--- src/rtl/bram_filter_sched_if.sv ---
// Stream handshakes between the upstream disparity/gray sources, the filter inputs
// and the filter output monitor. slave is the scheduler's view, master the environment's.
interface bram_filter_sched_if;
  logic [15:0] disp_conf_in_data;
  logic        disp_conf_in_valid;
  logic        disp_conf_in_ready;
  logic [7:0]  gray_in_data;
  logic        gray_in_valid;
  logic        gray_in_ready;
  logic [15:0] disp_conf_out_data;
  logic        disp_conf_out_valid;
  logic        disp_conf_out_ready;
  logic [7:0]  gray_out_data;
  logic        gray_out_valid;
  logic        gray_out_ready;
  logic        filt_out_valid;
  logic        filt_out_ready;

  modport slave (
    input  disp_conf_in_data, disp_conf_in_valid, gray_in_data, gray_in_valid,
    input  disp_conf_out_ready, gray_out_ready, filt_out_valid, filt_out_ready,
    output disp_conf_in_ready, gray_in_ready,
    output disp_conf_out_data, disp_conf_out_valid, gray_out_data, gray_out_valid
  );

  modport master (
    output disp_conf_in_data, disp_conf_in_valid, gray_in_data, gray_in_valid,
    output disp_conf_out_ready, gray_out_ready, filt_out_valid, filt_out_ready,
    input  disp_conf_in_ready, gray_in_ready,
    input  disp_conf_out_data, disp_conf_out_valid, gray_out_data, gray_out_valid
  );
endinterface

--- src/rtl/bram_filter_sched.sv ---
// Paces one frame of paired disparity/gray pixels into the filter (both or neither
// per cycle) and tracks filter output beats until the frame has fully drained.
module bram_filter_sched #(
  parameter int dec_frame_w = 80,
  parameter int dec_frame_h = 160,
  parameter int pace_div    = 2
) (
  input  logic                 clk,
  input  logic                 reset_n,
  input  logic                 start,
  bram_filter_sched_if.slave   bus,
  output logic                 busy,
  output logic                 frame_done,
  output logic                 err_overrun
);

  localparam int N  = dec_frame_w * dec_frame_h;
  localparam int CW = $clog2(N + 1);
  localparam int PW = (pace_div > 1) ? $clog2(pace_div) : 1;

  localparam logic [CW-1:0] N_C       = CW'(N);
  localparam logic [CW-1:0] N_M1      = CW'(N - 1);
  localparam logic [CW-1:0] CNT_ONE   = CW'(1);
  localparam logic [PW-1:0] PACE_LAST = PW'(pace_div - 1);
  localparam logic [PW-1:0] PACE_ONE  = PW'(1);

  typedef enum logic [1:0] {IDLE, RUN, DRAIN} state_t;

  state_t        state, state_nxt;
  logic [CW-1:0] in_cnt, out_cnt;
  logic [PW-1:0] pace_cnt;
  logic          start_acc, tick, base, fire, beat, in_last, out_reach;

  // NOTE: every signal written in an always_comb gets a value on every path
  // (here by straight-line assignment) so no latch is inferred.
  always_comb begin
    start_acc = (state == IDLE) && start;
    tick      = (pace_cnt == '0);
    base      = (state == RUN) && tick && bus.disp_conf_in_valid && bus.gray_in_valid;
    fire      = base && bus.disp_conf_out_ready && bus.gray_out_ready;
    beat      = bus.filt_out_valid && bus.filt_out_ready;
    in_last   = fire && (in_cnt == N_M1);
    out_reach = (out_cnt == N_C) || (beat && (out_cnt == N_M1));
  end

  always_comb begin
    state_nxt = state;
    case (state)
      IDLE:    if (start)     state_nxt = RUN;
      RUN:     if (in_last)   state_nxt = DRAIN;
      DRAIN:   if (out_reach) state_nxt = IDLE;
      default:                state_nxt = IDLE;
    endcase
  end

  // Each side only sees valid when the other side can take its beat too.
  always_comb begin
    busy                    = (state != IDLE);
    bus.disp_conf_out_valid = base && bus.gray_out_ready;
    bus.gray_out_valid      = base && bus.disp_conf_out_ready;
    bus.disp_conf_in_ready  = fire;
    bus.gray_in_ready       = fire;
    bus.disp_conf_out_data  = bus.disp_conf_in_data;
    bus.gray_out_data       = bus.gray_in_data;
  end

  // NOTE: sequential state uses non-blocking assignments so every register
  // samples the pre-edge values regardless of statement order.
  always_ff @(posedge clk or negedge reset_n) begin
    if (!reset_n) state <= IDLE;
    else          state <= state_nxt;
  end

  always_ff @(posedge clk or negedge reset_n) begin
    if (!reset_n) begin
      in_cnt   <= '0;
      out_cnt  <= '0;
      pace_cnt <= '0;
    end else if (start_acc) begin
      in_cnt   <= '0;
      out_cnt  <= '0;
      pace_cnt <= '0;
    end else begin
      if (state == RUN)
        pace_cnt <= (pace_cnt == PACE_LAST) ? '0 : pace_cnt + PACE_ONE;
      if (fire)
        in_cnt <= in_cnt + CNT_ONE;
      if ((state != IDLE) && beat && (out_cnt != N_C))
        out_cnt <= out_cnt + CNT_ONE;
    end
  end

  // A beat with nothing outstanding wins over the clear from a same-cycle start.
  always_ff @(posedge clk or negedge reset_n) begin
    if (!reset_n) begin
      frame_done  <= 1'b0;
      err_overrun <= 1'b0;
    end else begin
      frame_done <= (state == DRAIN) && (state_nxt == IDLE);
      if (beat && ((out_cnt == N_C) || (state == IDLE)))
        err_overrun <= 1'b1;
      else if (start_acc)
        err_overrun <= 1'b0;
    end
  end

endmodule

--- src/flat_wrapper.sv ---
// flat-port wrapper written by rule: the top's interface ports become plain ports
module bram_filter_sched_flat 
#(
  parameter int dec_frame_w = 80,
  parameter int dec_frame_h = 160,
  parameter int pace_div    = 2
)
  (clk, reset_n, start, busy, frame_done, err_overrun, bus_disp_conf_in_data, bus_disp_conf_in_valid, bus_gray_in_data, bus_gray_in_valid, bus_disp_conf_out_ready, bus_gray_out_ready, bus_filt_out_valid, bus_filt_out_ready, bus_disp_conf_in_ready, bus_gray_in_ready, bus_disp_conf_out_data, bus_disp_conf_out_valid, bus_gray_out_data, bus_gray_out_valid);
  bram_filter_sched_if bus_i ();
  input  logic clk;
  input  logic reset_n;
  input  logic start;
  output logic busy;
  output logic frame_done;
  output logic err_overrun;
  input wire logic [$bits(bus_i.disp_conf_in_data)-1:0] bus_disp_conf_in_data;
  input wire logic [$bits(bus_i.disp_conf_in_valid)-1:0] bus_disp_conf_in_valid;
  input wire logic [$bits(bus_i.gray_in_data)-1:0] bus_gray_in_data;
  input wire logic [$bits(bus_i.gray_in_valid)-1:0] bus_gray_in_valid;
  input wire logic [$bits(bus_i.disp_conf_out_ready)-1:0] bus_disp_conf_out_ready;
  input wire logic [$bits(bus_i.gray_out_ready)-1:0] bus_gray_out_ready;
  input wire logic [$bits(bus_i.filt_out_valid)-1:0] bus_filt_out_valid;
  input wire logic [$bits(bus_i.filt_out_ready)-1:0] bus_filt_out_ready;
  output wire logic [$bits(bus_i.disp_conf_in_ready)-1:0] bus_disp_conf_in_ready;
  output wire logic [$bits(bus_i.gray_in_ready)-1:0] bus_gray_in_ready;
  output wire logic [$bits(bus_i.disp_conf_out_data)-1:0] bus_disp_conf_out_data;
  output wire logic [$bits(bus_i.disp_conf_out_valid)-1:0] bus_disp_conf_out_valid;
  output wire logic [$bits(bus_i.gray_out_data)-1:0] bus_gray_out_data;
  output wire logic [$bits(bus_i.gray_out_valid)-1:0] bus_gray_out_valid;
  assign bus_i.disp_conf_in_data = bus_disp_conf_in_data;
  assign bus_i.disp_conf_in_valid = bus_disp_conf_in_valid;
  assign bus_i.gray_in_data = bus_gray_in_data;
  assign bus_i.gray_in_valid = bus_gray_in_valid;
  assign bus_i.disp_conf_out_ready = bus_disp_conf_out_ready;
  assign bus_i.gray_out_ready = bus_gray_out_ready;
  assign bus_i.filt_out_valid = bus_filt_out_valid;
  assign bus_i.filt_out_ready = bus_filt_out_ready;
  assign bus_disp_conf_in_ready = bus_i.disp_conf_in_ready;
  assign bus_gray_in_ready = bus_i.gray_in_ready;
  assign bus_disp_conf_out_data = bus_i.disp_conf_out_data;
  assign bus_disp_conf_out_valid = bus_i.disp_conf_out_valid;
  assign bus_gray_out_data = bus_i.gray_out_data;
  assign bus_gray_out_valid = bus_i.gray_out_valid;
  bram_filter_sched #(.dec_frame_w(dec_frame_w), .dec_frame_h(dec_frame_h), .pace_div(pace_div)) u_core (.clk(clk), .reset_n(reset_n), .start(start), .bus(bus_i), .busy(busy), .frame_done(frame_done), .err_overrun(err_overrun));
endmodule
--- config.mk ---
export PLATFORM = sky130hd
export DESIGN_NAME = bram_filter_sched_flat
export DESIGN_NICKNAME = d
export VERILOG_FILES = /design/src/rtl/bram_filter_sched_if.sv /design/src/rtl/bram_filter_sched.sv /design/src/flat_wrapper.sv
export SDC_FILE = /design/constraint.sdc
export NUM_CORES = 1
export LEC_CHECK = 0
export BUFFER_PORTS_ARGS = -buffer_cell sky130_fd_sc_hd__buf_2
export CAP_MARGIN = 40
export CORE_UTILIZATION = 45
export DETAILED_ROUTE_END_ITERATION = 16
export PLACE_DENSITY = 0.72
export SETUP_SLACK_MARGIN = 0.02
export SLEW_MARGIN = 20
export SYNTH_ARGS = -nofsm -noshare
export SYNTH_HDL_FRONTEND = slang
export SYNTH_SLANG_ARGS = --single-unit
--- constraint.sdc ---
create_clock -name clk -period 4.3 [get_ports clk]
set_clock_uncertainty 0.1 [all_clocks]
set_input_delay 0.215 -clock clk [delete_from_list [all_inputs] [get_ports clk]]
set_output_delay 0.215 -clock clk [all_outputs]
set_load 0.03 [all_outputs]
==> results of run 1 <==
==> metal layers <==
metal / up-vias / routed length [um] / part of all wire
li1: 787 / - / -
met1: 725 / 1940 / 0.49
met2: 52 / 1750 / 0.44
met3: 12 / 215 / 0.054
met4: 0 / 78 / 0.020
met5: - / 0 / 0
==> final cells by class <==
type	instances	area, um^2
Fill cell	412	2300
Multi-Input combinational cell	156	986
Sequential cell	33	826
Timing Repair Buffer	17	92.6
Clock buffer	8	80.1
Tap cell	52	65.1
Inverter	8	30.0
==> cell families after synthesis <==
family | after synthesis | share of synthesized area
simple gates | 105 | 0.301
fa+ha+maj | 3 | 0.0181
flops | 33 | 0.399
xor+xnor | 8 | 0.0339
compound gates | 38 | 0.111
buf+inv | 42 | 0.127
mux | 2 | 0.00967
==> stage by stage <==
| stage | area (um^2) | util | cells | power [W] |
|---|---|---|---|---|
| 4_1_cts | 2080 | 0.474 | 274 | 0.000700 |
| 3_3_place_gp | 1990 | 0.454 | 265 | 0.000469 |
| 6_report | 2080 | 0.474 | 274 | 0.000693 |
| 3_5_place_dp | 1990 | 0.454 | 265 | 0.000472 |
| 5_1_grt | 2080 | 0.474 | 274 | 0.000733 |
| 2_1_floorplan | 2070 | - | 231 | 0.000480 |
==> power by group <==
part	leakage, nW	internal [W]	switching, W
clock	0.0395	0.000115	0.000109
sequential	0.444	0.000341	0.0000380
combinational	0.466	0.0000392	0.0000513
==> state kept, by name, summed over array words and instances (netlist names) <==
signal,flops
u_core.in_cnt,14
u_core.out_cnt,14
u_core.state,2
u_core.err_overrun,1
u_core.frame_done,1
u_core.pace_cnt,1
==> layout by cell type (no fill, tap or decap), types with 2 or more instances in the layout <==
master     n
dfrtp_1   33
nor2_1    19
nand2_1   16
buf_2     15
nand3_1   13
nand4_1   13
a21oi_1   13
o21ai_0   11
inv_1      8
and3_1     6
and4_1     5
or3_1      5
clkbuf_8   5
and2_1     4
nor3_1     4
xor2_1     4
or4_1      4
xnor2_1    4
a31o_2     3
o31ai_1    3
ha_1       3
clkbuf_1   3
or2_2      2
nor4bb_1   2
mux2i_1    2
o211ai_1   2
nor4_1     2
==> worst register-to-register path: stages (launching register included) <==
cell,delay (ns)
dfrtp_1,0.42
nor4bb_1,0.51
and4_1,0.47
a31oi_1,0.10
a31o_2,0.28
==> timing repair <==
item / 4_1_cts / 5_1_grt
buffers inserted: 0 / 0
hold buffers: 1 / 0
hold endpoints to repair: 33 / 0
==> worst paths after layout <==
kind | start | end | slack (ns)
max | u_core.out_cnt[10] | u_core.state[1] | 2.32
min | bus_filt_out_ready | u_core.err_overrun | 0.12
max reg2reg | u_core.out_cnt[10] | u_core.state[1] | 2.32
min reg2reg | u_core.in_cnt[6] | u_core.in_cnt[6] | 0.40
max in group asynchronous | reset_n | u_core.out_cnt[1] | 3.20
min in group asynchronous | reset_n | u_core.in_cnt[12] | 0.43
==> flow_metrics.py, run 1 <==
metrics = {
    "global_routing": {
        "overflow": 0,
        "track_usage": 0.180,
        "busiest_layer": "met2",
        "grt_pass1_vias": 1516,
        "use_met2": 0.270,
        "grt_pass1_wl_mm": 6.99,
        "use_met1": 0.245,
        "antenna_found_initial": 0,
        "grt_util_met3": 0.0305,
        "grt_max_degree": 34,
    },
    "timing": {
        "period_needed_ns": 1.98,
        "finalHoldViolCount": 0,
        "max_freq_mhz": 506,
        "post-route-period-util": 0.460,
        "setup_violations": 0,
        "slew_headroom": 0.506,
        "rsz0062_at_grt": "false",
        "hold_slack_ns": 0.125,
        "worst_pin_slew_ns": 0.740,
        "drv_slew": 0,
        "tns_ns": 0,
        "worst_slack_ns": 2.32,
    },
    "outcome": {
        "status": "complete, no violations",
    },
    "clock_network": {
        "cts_sinks": 33,
        "htree_levels": 2,
        "clock_latency_ns": 0.28,
        "path_clk_slew_ns": 0.06,
        "cts_resized": 0,
        "clock_path_buffers": 2,
        "numCtsBuffers": 5,
        "clock-root-buffer": "clkbuf_8",
        "tritoncts": "done",
    },
    "logic_synthesis": {
        "ys_warn_count": 0,
        "synth_enable_flop_cells": 0,
        "synth_seq_cells": 33,
        "async_flop_share": 1.00,
        "syn_area_um2": 2070,
        "synth.distinct_cells": 45,
        "yosys-top-cells-count": "dfrtp_1 (33), buf_4 (25), nor2_1 (19)",
        "synth_top_area_frac": 0.399,
        "yosysTopAreaCell": "dfrtp_1",
        "synth-main-ff-cell": "dfrtp_1",
        "syn_inst": 231,
        "synth_most_common_cell": "dfrtp_1",
        "syn-num-nets": 267,
        "synth_area_per_cell_um2": 8.96,
        "synth_area_leaders": "dfrtp_1 (40%), buf_4 (9.1%), nand4_1 (3.9%)",
        "synth-seq-area-share": 0.399,
    },
    "floorplan": {
        "die_area_um2": 4870,
        "start_util": 0.472,
        "chipWidth_um": 69.8,
        "io_pins": 64,
        "core_area_um2": 4380,
        "row_count": 24,
        "die_h_um": 69.8,
    },
    "setup_path": {
        "cp-start-kind": "register",
        "worstPathArrival_ns": 2.05,
        "worstPathCellList": "nor4bb_1 > and4_1 > a31oi_1 > a31o_2",
        "crit_fanout": 9,
        "critPathCaptureType": "register",
        "worst_path_max_delay_cell": "nor4bb_1",
        "rr_worst_depth": 4,
        "critical-path-top-delay-family": "simple AND/OR/NAND/NOR gates",
        "crit_path_max_incr_delay_ns": 0.51,
        "cp.buffers_inverters": 0,
        "critPathKind": "reg -> reg",
        "critical_path_cell_count": 4,
        "worstPathRequired_ns": 4.37,
    },
    "drt": {
        "drtPass1Iterations": 4,
        "routedWlPerCell_um": 14.6,
        "drtIter0Drc": 114,
        "drc_errors": 0,
        "ant_nets": 0,
        "vias": 1576,
        "finalWirelength_mm": 3.99,
        "viasPerCell": 5.75,
    },
    "cells_and_area": {
        "diodes": 0,
        "num-nets-final": 257,
        "drive_gt1_frac": 0.153,
        "area_delta_synth_final_pct": 0.483,
    },
    "power": {
        "power.density_nw_per_um2": 333,
        "ir_drop_mv": 0.119,
        "leakage_nw": 0.950,
    },
    "run": {
        "max_cap_viol_count": 0,
    },
    "placement": {
        "hpwl_mm": 2.80,
        "io_buffers": 15,
        "dp_slack_ns": 2.36,
        "place_congestion": 0.757,
    },
    "worst_hold_path": {
        "hold-path-cell-count": 3,
        "worst_hold_path_type": "in -> reg",
    },
}
No activity file was read; power rests on OpenSTA's default activity.
==> run 2, diff against run 1 <==
ABC_AREA = 1   (was not set)
PLACE_DENSITY = 0.7   (was 0.72)
clock period = 2 ns   (was 4.3 ns; I/O delays follow)
==> run 2 against run 1 <==
Synthesized cell count increased by 41%. Final area up 14%. First-iteration DRC count decreased by 7.9%. Combinational power increased to 3.7 times the previous value. Setup slack worse by 2.1 ns. Worst hold slack got worse by 0.094 ns. Wire length up 20%. Area after synthesis increased by 11%. Utilization grew 1.7 points. Maximum frequency increased by 9.2%.
==> flow_metrics.py, run 2 <==
metrics = {
    "outcome": {
        "status": "complete, no violations",
    },
    "cells_and_area": {
        "final_common_cell": "nand2_1",
        "reg_top3": "u_core.in_cnt: 14 flops, u_core.out_cnt: 14 flops, u_core.state: 2 flops",
        "area_delta_synth_final_pct": 2.83,
        "drive_gt1_frac": 0.112,
        "diodes": 0,
        "stdcell_area_um2": 2360,
        "num-nets-final": 358,
        "final_cell_mix": "nand2_1 (96), nor2_1 (38), nand3_1 (36)",
    },
    "clock_network": {
        "clock-root-buffer": "clkbuf_8",
        "numCtsBuffers": 5,
        "post_cts_buffers": 0,
        "clock_path_buffers": 2,
        "path_clk_slew_ns": 0.06,
        "cts_sinks": 33,
        "htree_levels": 2,
        "tritoncts": "done",
        "clock_latency_ns": 0.28,
    },
    "timing": {
        "max_freq_mhz": 552,
        "tns_ns": 0,
        "hold_slack_ns": 0.0312,
        "post-route-period-util": 0.906,
        "setup_violations": 0,
        "rsz0062_at_grt": "false",
        "worst_slack_ns": 0.188,
        "worst_pin_slew_ns": 0.728,
        "drv_slew": 0,
        "slew_headroom": 0.514,
        "period_needed_ns": 1.81,
        "finalHoldViolCount": 0,
    },
    "setup_path": {
        "worstPathRequired_ns": 2.12,
        "critPathKind": "reg -> reg",
        "crit_path_max_incr_delay_ns": 0.42,
        "crit_top_cell": "nand2_1",
        "critPathCaptureType": "register",
        "cp-start-kind": "register",
        "crit_fanout": 12,
        "worstPathArrival_ns": 1.93,
        "critical-path-top-delay-family": "simple AND/OR/NAND/NOR gates",
        "worstPathCellList": "inv_1 > ha_1 > nand2_1 > nor2_1 > nand2_2 > nand2_2 > nand2_4 > inv_2 > nand2_1 > nand2_1",
        "worst_path_max_delay_cell": "dfrtp_1",
        "cp.buffers_inverters": 2,
    },
    "logic_synthesis": {
        "syn_inst": 326,
        "yosys-top-cells-count": "nand2_1 (96), nor2_1 (38), nand3_1 (36)",
        "synth_seq_cells": 33,
        "syn-num-nets": 362,
        "synth_area_per_cell_um2": 7.05,
        "synth_top_area_frac": 0.359,
        "synth.distinct_cells": 27,
        "synth_area_leaders": "dfrtp_1 (36%), nand2_1 (16%), buf_4 (8.5%)",
        "synth-seq-area-share": 0.359,
        "synth_most_common_cell": "nand2_1",
        "synth_enable_flop_cells": 0,
        "synth-main-ff-cell": "dfrtp_1",
        "yosysTopAreaCell": "dfrtp_1",
        "async_flop_share": 1.00,
        "ys_warn_count": 0,
        "syn_area_um2": 2300,
    },
    "drt": {
        "vias": 2010,
        "routedWlPerCell_um": 12.3,
        "drtPass1Iterations": 4,
        "ant_nets": 0,
        "drtIter0Drc": 105,
        "finalWirelength_mm": 4.80,
        "viasPerCell": 5.17,
        "drc_errors": 0,
    },
    "power": {
        "power.density_nw_per_um2": 702,
        "ir_drop_mv": 0.448,
        "leakage_nw": 1.20,
    },
    "global_routing": {
        "grt_pass1_wl_mm": 8.00,
        "grt_util_met3": 0.0425,
        "use_met1": 0.280,
        "busiest_layer": "met2",
        "use_met2": 0.280,
        "grt_pass1_vias": 1695,
        "grt_max_degree": 34,
        "overflow": 0,
        "antenna_found_initial": 0,
        "track_usage": 0.196,
    },
    "floorplan": {
        "io_pins": 64,
        "die_area_um2": 5400,
        "start_util": 0.477,
        "core_area_um2": 4820,
        "chipWidth_um": 73.5,
        "die_h_um": 73.5,
        "row_count": 25,
    },
    "placement": {
        "place_congestion": 0.875,
        "dp_slack_ns": 0.217,
        "io_buffers": 15,
        "hpwl_mm": 3.40,
        "postPlaceCellArea_um2": 2270,
    },
    "run": {
        "max_cap_viol_count": 0,
    },
    "worst_hold_path": {
        "worst_hold_path_type": "in -> reg",
    },
}
## run 2: layer usage
layer | part of all wire | up-vias | wire (um)
met3 | 0.067 | 10 | 322
met5 | 0 | - | 0
met1 | 0.49 | 909 | 2350
met2 | 0.43 | 69 | 2040
li1 | - | 1022 | -
met4 | 0.017 | 0 | 82
## run 2: report_power, final
group / total, W / switching [W] / internal [W]
combinational: 0.000334 / 0.000225 / 0.000110
clock: 0.000511 / 0.000238 / 0.000273
sequential: 0.000814 / 0.0000783 / 0.000735
total: 0.00166 / 0.000542 / 0.00112
## run 2: path summary, 6_finish.rpt
check	slack, ns	end	cells past startpoint	start
worst min register to register	0.40	u_core.err_overrun	2	u_core.err_overrun
worst max-delay path	0.19	u_core.out_cnt[10]	10	u_core.out_cnt[0]
max in group asynchronous	1.01	u_core.in_cnt[10]	2	reset_n
worst min-delay path	0.03	u_core.err_overrun	3	bus_filt_out_ready
worst max register to register	0.19	u_core.out_cnt[10]	10	u_core.out_cnt[0]
min in group asynchronous	0.32	u_core.out_cnt[6]	2	reset_n
## run 2: timing repair
action / CTS / global route
hold endpoints to repair: 33 / 0
hold buffers: 1 / 0
setup endpoints to repair: 0 / 0
gates resized for setup: 0 / 0
## run 2: per-stage QoR
| stage | std cells | power, W | util |
|---|---|---|---|
| after detailed placement | 381 | 0.00115 | 0.471 |
| final | 389 | 0.00166 | 0.491 |
| after global placement | 381 | 0.00113 | 0.471 |
| after floorplan | 326 | 0.00114 | - |
| after CTS | 389 | 0.00167 | 0.491 |
| after global routing | 389 | 0.00176 | 0.491 |
## run 2: final cells by class
type	count	area (um^2)
clock buffer	7	86.3
fill	498	2450
inverter	28	105
multi-input combinational	233	1140
sequential	33	826
tap	67	83.8
timing repair buffer	21	123
## run 2: tightest hold or removal path: stages
cell	delay [ns]
buf_2	0.09
nand2_1	0.08
o21ai_0	0.09
## run 2: logic make-up after synthesis
| kind of cell | after synthesis | synth area share |
|---|---|---|
| fa+ha+maj | 3 | 0.0163 |
| flops | 33 | 0.359 |
| simple gates | 208 | 0.406 |
| buf+inv | 60 | 0.145 |
| xor+xnor | 11 | 0.0419 |
| compound gates | 11 | 0.0321 |
==> run 3, diff against run 2 <==
PLACE_DENSITY = not set   (was 0.7)
PLACE_DENSITY_LB_ADDON = 0.25   (was not set)
==> run 3 against run 2 <==
Critical endpoint is now u_core.out_cnt[8]. Sequential power about the same. Combinational power down 4%. Flip-flop and latch count unchanged.
==> flow_metrics.py, run 3 (same netlist as run 2, synthesis figures left out) <==
metrics = {
    "outcome": {
        "status": "complete, no violations",
    },
    "timing": {
        "worst_pin_slew_ns": 0.459,
        "post-route-period-util": 0.889,
        "period_needed_ns": 1.78,
        "drv_slew": 0,
        "rsz0062_at_grt": "false",
        "slew_headroom": 0.693,
        "finalHoldViolCount": 0,
        "hold_slack_ns": 0.0339,
        "max_freq_mhz": 563,
        "setup_violations": 0,
        "tns_ns": 0,
    },
    "cells_and_area": {
        "final_common_cell": "nand2_1",
        "diodes": 0,
        "num-nets-final": 358,
        "reg_top3": "u_core.in_cnt: 14 flops, u_core.out_cnt: 14 flops, u_core.state: 2 flops",
        "n_fill_cell": 480,
        "final_cell_mix": "nand2_1 (96), nor2_1 (38), nand3_1 (36)",
        "area_delta_synth_final_pct": 4.68,
        "drive_gt1_frac": 0.115,
    },
    "clock_network": {
        "cts_hold_buf": 1,
        "tritoncts": "done",
        "clock-root-buffer": "clkbuf_8",
        "cts_resized": 0,
        "numCtsBuffers": 5,
        "post_cts_buffers": 0,
        "path_clk_slew_ns": 0.07,
        "clock_latency_ns": 0.28,
        "cts_sinks": 33,
        "htree_levels": 2,
        "clock_path_buffers": 2,
    },
    "setup_path": {
        "crit_top_cell": "nand2_1",
        "worstPathArrival_ns": 1.86,
        "cp.buffers_inverters": 1,
        "crit_fanout": 6,
        "worstPathRequired_ns": 2.08,
        "startpoint": "u_core.out_cnt[0]",
        "worstPathCellList": "ha_1 > inv_1 > nor2_1 > nand2_1 > xor2_1 > nor2_1 > nand2_1 > nand2_1",
        "rr_worst_depth": 8,
        "critPathKind": "reg -> reg",
        "r2r-end": "u_core.out_cnt[8]",
        "rr_startpoint": "u_core.out_cnt[0]",
        "cp-start-kind": "register",
        "ff2ff_setup_slack_ns": 0.22,
        "critical-path-top-delay-family": "simple AND/OR/NAND/NOR gates",
        "critPathCaptureType": "register",
        "crit_path_max_incr_delay_ns": 0.41,
        "worst_path_max_delay_cell": "dfrtp_1",
    },
    "global_routing": {
        "grt_pass1_wl_mm": 7.79,
        "grt_util_met3": 0.0439,
        "track_usage": 0.187,
        "use_met2": 0.263,
        "antenna_found_initial": 0,
        "busiest_layer": "met1",
        "grt_pass1_vias": 1682,
        "overflow": 0,
        "grt_max_degree": 35,
        "use_met1": 0.284,
    },
    "drt": {
        "finalWirelength_mm": 4.68,
        "drtIter0Drc": 167,
        "drc_errors": 0,
        "drtPass1Iterations": 4,
        "routedWlPerCell_um": 12.0,
        "vias": 1997,
        "ant_nets": 0,
        "viasPerCell": 5.12,
    },
    "placement": {
        "place_congestion": 0.841,
        "io_buffers": 15,
        "hpwl_mm": 3.22,
    },
    "floorplan": {
        "die_area_um2": 5400,
        "start_util": 0.477,
        "io_pins": 64,
        "chipWidth_um": 73.5,
        "row_count": 25,
        "core_area_um2": 4820,
        "die_h_um": 73.5,
    },
    "run": {
        "max_cap_viol_count": 0,
    },
    "worst_hold_path": {
        "worst_hold_path_type": "in -> async",
    },
    "power": {
        "leakage_nw": 1.22,
        "ir_drop_mv": 0.423,
        "power.density_nw_per_um2": 743,
    },
}
## run 3: cell types whose count changed in the layout (fill, tap and decap cells not counted)
cell and delta:
buf_4 -1, buf_12 +1, bufinv_16 +1
## run 3: routing by layer
| metal | share of wire | wire length [um] |
|---|---|---|
| met1 | 0.51 | 2380 |
| met2 | 0.43 | 2030 |
| met3 | 0.053 | 249 |
| met4 | 0.0062 | 29 |
| met5 | 0 | 0 |
## run 3: cell type report
type                            count  area, um^2  area share
Multi-Input combinational cell    233        1140       0.474
Timing Repair Buffer               21         135      0.0561
Sequential cell                    33         826       0.343
Clock buffer                        7        86.3      0.0359
Tap cell                           67        83.8      0.0348
Clock inverter                      1        30.0      0.0125
Inverter                           28         105      0.0437
## run 3: worst max path at each step
stage                        endpoint  slack (ns)  depth (start not counted)
floorplan             u_core.state[0]        0.42                          8
global placement    u_core.out_cnt[8]        0.26                          8
detailed placement  u_core.out_cnt[8]        0.26                          8
CTS                 bus_gray_in_ready        0.21                          5
global route        u_core.out_cnt[8]        0.07                          8
finish              u_core.out_cnt[8]        0.22                          8
## run 3: metrics by stage
| step | setup WS [ns] | utilization | total power, W | instance area, um^2 | cells |
|---|---|---|---|---|---|
| global route | 0.0671 | 0.500 | 0.00188 | 2410 | 390 |
| global placement | 0.264 | 0.469 | 0.00113 | 2260 | 380 |
| detailed placement | 0.255 | 0.469 | 0.00114 | 2260 | 380 |
| CTS | 0.211 | 0.496 | 0.00180 | 2390 | 389 |
| floorplan | 0.425 | - | 0.00114 | 2300 | 326 |
| finish | 0.223 | 0.500 | 0.00179 | 2410 | 390 |
## run 3: where the power goes
part           switching, W  internal, W  total, W
combinational      0.000213     0.000109  0.000321
sequential        0.0000759     0.000735  0.000811
clock              0.000252     0.000406  0.000658
